===== config.mk =====
export PLATFORM = sky130hd
export DESIGN_NAME = prog_loader
export DESIGN_NICKNAME = d
export VERILOG_FILES = /design/src/rtl/prog_loader.sv
export SDC_FILE = /design/constraint.sdc
export NUM_CORES = 1
export LEC_CHECK = 0
export ABC_AREA = 1
export CORE_UTILIZATION = 38
export DETAILED_ROUTE_END_ITERATION = 10
export PLACE_DENSITY = 0.81
export SETUP_SLACK_MARGIN = 0.2
export SLEW_MARGIN = 10
export SYNTH_ARGS = -nofsm -noshare
export SYNTH_HDL_FRONTEND = slang
export SYNTH_SLANG_ARGS = --single-unit

===== constraint.sdc =====
create_clock -name clk -period 1.4 [get_ports clk]
set_clock_uncertainty 0.15 [all_clocks]
set_input_delay 0.28 -clock clk [delete_from_list [all_inputs] [get_ports clk]]
set_output_delay 0.28 -clock clk [all_outputs]
set_load 0.01 [all_outputs]

===== src/rtl/prog_loader.sv =====
// rtl/prog_loader.sv - SAP-1 program loader and bus-ownership arbiter.
// Optional LOADER_CHECKSUM_EN: XOR checksum byte after the data, sticky err on mismatch.
module prog_loader #(
  parameter int ADDR_W = 4,
  parameter int DATA_W = 8,
  parameter int CTRL_W = 12
) (
  input  logic              clk,
  input  logic              rst,
  input  logic              load_req,
  input  logic              run_req,
  input  logic              in_valid,
  input  logic [DATA_W-1:0] in_data,
  output logic              in_ready,
  input  logic [CTRL_W-1:0] ctrl_in,
  output logic [CTRL_W-1:0] ctrl_out,
  output logic              ldr_bus_en,
  output logic [DATA_W-1:0] ldr_bus,
  output logic              mar_load,
  output logic              mem_we,
  output logic              cpu_rst,
  output logic              busy,
  output logic              done,
  output logic              err,
  output logic              halted
);

  typedef enum logic [2:0] {
    S_IDLE, S_HDR, S_DAT, S_ADR, S_WR, S_RUN
`ifdef LOADER_CHECKSUM_EN
    , S_CHK
`endif
  } state_t;

  state_t              state_q;
  logic [ADDR_W-1:0]   addr_q;
  logic [3:0]          cnt_q;
  logic [DATA_W-1:0]   data_q;
  logic                done_q;
  logic                hs;
`ifdef LOADER_CHECKSUM_EN
  logic [DATA_W-1:0]   chk_q;
  logic                err_q;
  logic                in_chk;
  assign in_chk = (state_q == S_CHK);
  assign err    = err_q;
`else
  logic                in_chk;
  assign in_chk = 1'b0;
  assign err    = 1'b0;
`endif

  assign in_ready   = (state_q == S_HDR) || (state_q == S_DAT) || in_chk;
  assign hs         = in_valid && in_ready;
  assign busy       = in_ready || (state_q == S_ADR) || (state_q == S_WR);
  assign cpu_rst    = (state_q != S_RUN);
  assign ctrl_out   = (state_q == S_RUN) ? ctrl_in : '0;
  assign halted     = (state_q == S_RUN) && ctrl_in[CTRL_W-1];
  assign mar_load   = (state_q == S_ADR);
  assign mem_we     = (state_q == S_WR);
  assign ldr_bus_en = mar_load || mem_we;
  assign done       = done_q;

  always_comb begin
    ldr_bus = '0;
    if (state_q == S_ADR) ldr_bus = {{(DATA_W-ADDR_W){1'b0}}, addr_q};
    else if (state_q == S_WR) ldr_bus = data_q;
  end

  always_ff @(posedge clk or posedge rst) begin
    if (rst) begin
      state_q <= S_IDLE;
      addr_q  <= '0;
      cnt_q   <= '0;
      data_q  <= '0;
      done_q  <= 1'b0;
`ifdef LOADER_CHECKSUM_EN
      chk_q   <= '0;
      err_q   <= 1'b0;
`endif
    end else begin
      done_q <= 1'b0;
      case (state_q)
        S_IDLE: begin
          if (load_req) begin
            state_q <= S_HDR;
`ifdef LOADER_CHECKSUM_EN
            err_q   <= 1'b0;
          end else if (run_req && !err_q) begin
`else
          end else if (run_req) begin
`endif
            state_q <= S_RUN;
          end
        end
        S_HDR: begin
          if (hs) begin
            addr_q  <= in_data[DATA_W-1 -: ADDR_W];
            cnt_q   <= in_data[3:0];
`ifdef LOADER_CHECKSUM_EN
            chk_q   <= in_data;
`endif
            state_q <= S_DAT;
          end
        end
        S_DAT: begin
          if (hs) begin
            data_q  <= in_data;
`ifdef LOADER_CHECKSUM_EN
            chk_q   <= chk_q ^ in_data;
`endif
            state_q <= S_ADR;
          end
        end
        S_ADR: state_q <= S_WR;
        S_WR: begin
          // Address wraps naturally modulo 2^ADDR_W.
          addr_q <= addr_q + ADDR_W'(1);
          if (cnt_q == 4'd0) begin
`ifdef LOADER_CHECKSUM_EN
            state_q <= S_CHK;
`else
            done_q  <= 1'b1;
            state_q <= S_IDLE;
`endif
          end else begin
            cnt_q   <= cnt_q - 4'd1;
            state_q <= S_DAT;
          end
        end
`ifdef LOADER_CHECKSUM_EN
        S_CHK: begin
          if (hs) begin
            if (in_data == chk_q) done_q <= 1'b1;
            else                  err_q  <= 1'b1;
            state_q <= S_IDLE;
          end
        end
`endif
        S_RUN: if (load_req) state_q <= S_IDLE;
        default: state_q <= S_IDLE;
      endcase
    end
  end

endmodule

==> results_dict.tcl, run 1 <==
set metrics [dict create \
    routed_wl_um 6670 \
    post_route_cells_drive_above_1_share_pct 54.4 \
    setup_violations 47 \
    grt.overflow.total 0 \
    slowest_stage "dfrtp_2" \
    cts_max_level 1 \
    ys.flop_type "dfrtp_1" \
    cap_violations 0 \
    synth_area_per_cell_um2 6.78 \
    die_y_um 59.6 \
    grt_use_met3_pct 3.49 \
    firstDrtPassIters 4 \
    hold_class "input port to asynchronous set/reset pin" \
    yosys-top-cells-count "nand2_1 (48), inv_1 (36), nor2_1 (28)" \
    synthCells 186 \
    path_class "flip-flop to primary output" \
    grt_usage_pct 30.1 \
    use_met1_pct 35.0 \
    p_clk_share_pct 8.8 \
    p_total_mw 5.66 \
    core_area_um2 3100 \
    min_period_ps 1990 \
    path_max_fanout 4 \
    synth_area_leader_cell "dfrtp_1" \
    cp.buffers_inverters 4 \
    fillerInstances 138 \
    initial_core_util_pct 40.6 \
    dpl_cell_area_um2 2140 \
    endpoint_kind "primary output" \
    seq_area_frac_synth_pct 39.7 \
    initialDrtViolationCount 130 \
    cpMostUsedCell "buf_6" \
    fin_ws_ps -589 \
    worstSetupStartpointType "flip-flop" \
    required_ps 970 \
    synthArstFlopShare_pct 100 \
    cts_sinks 20 \
    failed_checks "setup timing" \
    fin_cells 338 \
    syn_to_final_growth_pct 120 \
    insertion_delay_ps 320 \
    vias_per_cell 5.35 \
    die-area_um2 3550 \
    critPathLaunch "state_q[0]" \
    io_pins 54 \
    remaining_drc_errors 0 \
    wl_per_cell_um 19.7 \
    synth_most_common_cell "nand2_1" \
    ir_worst_vdd_mv 1.16 \
    worstPathCellList "buf_6 > buf_6 > nor2_4 > nand2_2 > nand2_2 > inv_2 > nand3_2 > buf_6" \
    cts-root-buf "clkbuf_4" \
    dp.cells 307 \
    gp_congestion 0.867 \
    holdWs_ps 116 \
    met2_usage_pct 56.2 \
    p_sw_mw 2.49 \
    synth_edf_count 0 \
    synthTopCellsByArea "dfrtp_1 (40%), nand2_1 (14%), inv_1 (11%)" \
    nNetsFinal 322 \
    synth_cell_types 24 \
    syn_nets 213 \
    synth_top_area_share_pct 39.7 \
    combPwrFrac_pct 72.1 \
    period_share_pct 142 \
    die_w_um 59.6 \
    arrival_ps 1560 \
    rows 20 \
    ys_ff_latch 20 \
    top_usage_layer "met2" \
    num_antenna_cells 0 \
    dp.final_hpwl_um 2870 \
    seqCellArea_um2 504 \
    fin_tns_setup_ps -19450 \
    cts_tree "yes" \
    p_int_mw 3.17 \
    seq_power_share_pct 19.1 \
    path_clk_slew_ps 130 \
    cpLargestDelayFamily "flip-flops" \
    status "complete, but fails checks" \
    rsz0062_at_grt "yes" \
    cpPeakStageDelay_ps 480 \
    grt_pass1_wl_um 7600 \
    cts_max_path_buffers 2 \
    leakagePower_nw 1.40 \
    pwr_density_cell_nw_per_um2 2040 \
    synth.cell_area_um2 1260 \
    vias 1807 \
    antenna_found_initial 0 \
    final_area_um2 2780 \
    fmax_ghz 0.503 \
    switching_share_pct 44.0 \
    numCtsBuffers 3 \
    drtAntennaViolNets 0 \
    multi_input_area_um2 902 \
    grt_max_degree 21 \
    ys_warn_count 0 \
    maxSlewViolCount 0 \
    hold_viol 0 \
    numPortBuffers 52 \
    grt_pass1_vias 1576 \
    r2r-start "state_q[1]" \
]
==> flip-flops by register name, summed over array words and instances (netlist names) <==
register / cells
done: 1
cnt_q: 4
state_q: 3
data_q: 8
addr_q: 4
==> cell usage in the layout (no fill, tap or decap), drive strengths merged, types with 2 or more instances in the layout <==
cell	Yosys	final
o21ai	11	11
buf	6	84
a21oi	7	7
nor2	30	30
clkbuf	0	4
dfrtp	20	20
or2	2	2
ha	2	2
inv	37	37
nand2	50	51
nand3	14	14
clkdlybuf4s50	0	24
o22ai	2	2
==> stage by stage <==
stage / utilization, % / worst slack (ps)
after global placement: 69.0 / -480
final: 89.6 / -589
after CTS: 82.3 / -512
after floorplan: - / 7.64
after global routing: 89.6 / -612
after detailed placement: 69.0 / -522
==> per-layer routing <==
layer	part of all wire (%)	vias to the layer above
li1	-	783
met5	0	-
met1	35	875
met3	6.1	42
met4	5.2	0
met2	53	107
==> final timing paths <==
check	endpoint	slack (ps)	cells after the start
min	addr_q[1]	120	3
max reg2reg	cnt_q[1]	-430	10
min reg2reg	cnt_q[1]	390	2
max	busy	-590	8
min in group clk	cnt_q[1]	390	2
max in group asynchronous	state_q[0]	740	3
==> final cells by class <==
| class | instances | share of cell area, % |
|---|---|---|
| repair buffers | 109 | 40.3 |
| multi-input cells | 124 | 32.5 |
| flip-flops and latches | 20 | 18.1 |
| inverters | 37 | 5.27 |
| well taps | 44 | 1.98 |
| clock inverters | 1 | 1.08 |
| clock buffers | 3 | 0.810 |
==> cell families (layout without fill, tap and decap cells) <==
family | Yosys count | in the layout | synth area share [%]
DFF | 20 | 20 | 39.7
AOI/OAI and AO/OA | 21 | 21 | 9.13
and+or+nand+nor | 97 | 98 | 32.8
buffers and inverters | 43 | 150 | 14.7
adders and majority gates | 2 | 2 | 1.98
other | 1 | 1 | 0.297
xor gates and xnor gates | 2 | 2 | 1.39
==> worst reg2reg max path: stages (launching register included) <==
cell	delay (ps)
dfrtp_2	510
nor2_4	200
buf_6	150
nand2_8	70
buf_8	140
buf_8	140
nor2_4	160
inv_2	60
nand2_2	70
nand2_1	50
nand2_1	60
==> repair_timing <==
item	CTS	global route
resized for setup	175	52
setup endpoints to repair	48	48
buffers inserted	18	5
pin swaps	18	7
hold buffers	0	0
cloned	3	1
==> power groups by stage <==
| stage | clock (mW) | sequential [mW] | combinational, mW |
|---|---|---|---|
| floorplan | 0 | 1.05 | 1.24 |
| global placement | 0 | 1.03 | 2.39 |
| detailed placement | 0 | 1.05 | 2.48 |
| CTS | 0.483 | 1.04 | 3.39 |
| global route | 0.520 | 1.10 | 4.27 |
| finish | 0.497 | 1.08 | 4.09 |
(Power assumes the default switching activity.)
==> run 2, diff against run 1 <==
--- a/config.mk
+++ b/config.mk
@@ -5,7 +5,8 @@
 export SDC_FILE = /design/constraint.sdc
 export NUM_CORES = 1
 export LEC_CHECK = 0
-export ABC_AREA = 1
+export ABC_AREA = 0
+export CORE_MARGIN = 3
 export CORE_UTILIZATION = 38
 export DETAILED_ROUTE_END_ITERATION = 10
 export PLACE_DENSITY = 0.81
==> run 2 against run 1 <==
  * The run still ends with setup timing left
  * Via count fell by 26%
  * Wire length fell by 36%
  * Count of clock-buffer cells in the layout unchanged
  * Maximum frequency grew 0.83%
  * Global-route usage decreased by 7.5 points
  * Die area increased by 15%
  * Final cell count is 24% lower
  * Clock power decreased by 5.4%
  * Critical endpoint is now ldr_bus[0]
  * Highest routed layer unchanged
==> results_dict.tcl, run 2 <==
set metrics [dict create \
    top_register "data_q" \
    fin_cells 256 \
    rsz0062_at_grt "yes" \
    die_y_um 63.9 \
    worstSetupStartpointType "flip-flop" \
    leakagePower_nw 1.12 \
    drtAntennaViolNets 0 \
    synth_edf_count 0 \
    routed_wl_um 4300 \
    remaining_drc_errors 0 \
    cts_max_level 1 \
    ys_warn_count 0 \
    cpPeakStageDelay_ps 450 \
    grt_max_degree 24 \
    num_antenna_cells 0 \
    hold_class "input port to asynchronous set/reset pin" \
    numPortBuffers 52 \
    seqCellArea_um2 500 \
    firstDrtPassIters 4 \
    seq_area_frac_synth_pct 39.3 \
    rows 20 \
    pwr_density_cell_nw_per_um2 1880 \
    yosys-top-cells-count "dfrtp_1 (20), and3_1 (15), mux2_2 (9)" \
    synth_cell_types 46 \
    dp.cells 234 \
    die-area_um2 4080 \
    synthArstFlopShare_pct 100 \
    insertion_delay_ps 310 \
    synth_area_leader_cell "dfrtp_1" \
    cts_sinks 20 \
    initial_core_util_pct 40.7 \
    multi_input_area_um2 848 \
    period_share_pct 141 \
    cts_tree "yes" \
    fillerInstances 193 \
    largest_reg_flops 8 \
    vias 1339 \
    cp.buffers_inverters 2 \
    nNetsFinal 240 \
    path_clk_slew_ps 130 \
    cpLargestDelayFamily "simple AND/OR/NAND/NOR gates" \
    cts_max_path_buffers 2 \
    die_w_um 63.9 \
    syn_to_final_growth_pct 91.1 \
    grt_pass1_vias 1515 \
    fin_ws_ps -572 \
    grt.overflow.total 0 \
    hold_viol 0 \
    path_max_fanout 6 \
    arrival_ps 1540 \
    grt_usage_pct 22.6 \
    synthCells 127 \
    wl_per_cell_um 16.8 \
    synth_top_area_share_pct 39.3 \
    p_total_mw 4.57 \
    endpoint_kind "primary output" \
    numCtsBuffers 3 \
    antenna_found_initial 0 \
    largest_registers "data_q (8), addr_q (4), cnt_q (4)" \
    final_common_cell "buf_6" \
    cap_violations 0 \
    mostFrequentLayoutCells "buf_6 (37), clkdlybuf4s50_1 (24), buf_4 (21), dfrtp_1 (20), and3_4 (13)" \
    synth.cell_area_um2 1270 \
    failed_checks "setup timing" \
    ys.flop_type "dfrtp_1" \
    dp.final_hpwl_um 2640 \
    synth_area_per_cell_um2 10.0 \
    setup_violations 46 \
    path_class "flip-flop to primary output" \
    io_pins 54 \
    vias_per_cell 5.23 \
    worstPathCellList "or3b_4 > clkinv_4 > a22o_1 > buf_2" \
    ys_ff_latch 20 \
    syn_nets 154 \
    required_ps 970 \
    synthTopCellsByArea "dfrtp_1 (39%), mux2_2 (8.0%), and3_1 (7.4%)" \
    slowest_stage "or3b_4" \
    fmax_ghz 0.507 \
    synth_most_common_cell "dfrtp_1" \
    gp_congestion 0.746 \
    grt_pass1_wl_um 7270 \
    maxSlewViolCount 0 \
    min_period_ps 1970 \
    status "complete, but fails checks" \
    post_route_cells_drive_above_1_share_pct 59.0 \
    cts-root-buf "clkbuf_4" \
    ir_worst_vdd_mv 0.935 \
    initialDrtViolationCount 83 \
    core_area_um2 3130 \
]
run 2: tightest hold or removal path: cells and delay by family:
kind / cells / cell delay (ps)
buffers and inverters: 3 / 710
run 2: cells by family (layout without fill, tap and decap cells):
logic type / Yosys count / count (layout) / share of synthesized area [%]
AO/OA/AOI/OAI: 20 / 20 / 13.2
XOR/XNOR: 1 / 1 / 0.688
adder cells (fa/ha/maj): 2 / 2 / 1.96
buffers and inverters: 20 / 105 / 10.1
flip-flops: 20 / 20 / 39.3
multiplexers: 11 / 11 / 9.53
other: 1 / 1 / 0.294
AND/OR/NAND/NOR: 52 / 52 / 25.0
run 2: final timing paths:
kind                       startpoint    endpoint  slack (ps)  cells after the start
max reg2reg                state_q[0]    cnt_q[0]        -530                      6
max in group asynchronous         rst   data_q[2]         740                      3
min in group clk            data_q[4]   data_q[4]         370                      1
max                        state_q[0]  ldr_bus[0]        -570                      4
min                               rst  state_q[2]         130                      3
min reg2reg                 data_q[4]   data_q[4]         370                      1
run 2: timing repair:
action	CTS	global route
gates resized for setup	184	6
pin swaps	35	5
hold buffers	0	0
setup endpoints to repair	48	48
cloned	3	0
setup buffers	15	0
endpoints found under the hold margin	0	0
run 2: final cells by class:
type | count | share of cell area, %
repair buffers | 93 | 38.5
well taps | 44 | 2.26
multi-input cells | 87 | 34.9
flip-flops and latches | 20 | 20.6
clock buffers | 3 | 0.925
repair inverters | 1 | 0.360
clock inverters | 1 | 1.23
inverters | 7 | 1.29
run 2: metrics by stage:
| step | hold WS (ps) | util, % | TNS, ps | worst slack [ps] | instance area, um2 |
|---|---|---|---|---|---|
| 6_report | 130 | 77.8 | -21550 | -572 | 2430 |
| 3_5_place_dp | 341 | 63.3 | -23040 | -621 | 1980 |
| 4_1_cts | 154 | 76.7 | -20860 | -561 | 2400 |
| 3_3_place_gp | 334 | 63.3 | -21480 | -581 | 1980 |
| 5_1_grt | 144 | 77.8 | -24770 | -639 | 2430 |
| 2_1_floorplan | 93.8 | - | -6520 | -344 | 1350 |
run 2: metal layers:
metal / track usage [%] / share of wire (%) / vias up
li1: - / - / 622
met1: 23.8 / 36 / 640
met2: 43.1 / 54 / 69
met3: 6.33 / 8.3 / 8
met4: 5.93 / 1.7 / 0
met5: 0 / 0 / -
run 2: report_power, final:
part | internal [mW] | leakage (nW) | switching [mW]
clock | 0.289 | 0.0279 | 0.181
sequential | 0.850 | 0.241 | 0.176
combinational | 1.82 | 0.849 | 1.26
total | 2.96 | 1.12 | 1.62
==> run 3, diff against run 2 <==
--- a/config.mk
+++ b/config.mk
@@ -8,6 +8,7 @@
 export ABC_AREA = 0
 export CORE_MARGIN = 3
 export CORE_UTILIZATION = 38
+export CTS_CLUSTER_DIAMETER = 60
 export DETAILED_ROUTE_END_ITERATION = 10
 export PLACE_DENSITY = 0.81
 export SETUP_SLACK_MARGIN = 0.2
==> results of run 3 <==
The final DEF is identical to that of run 2; final timing and power are the same.
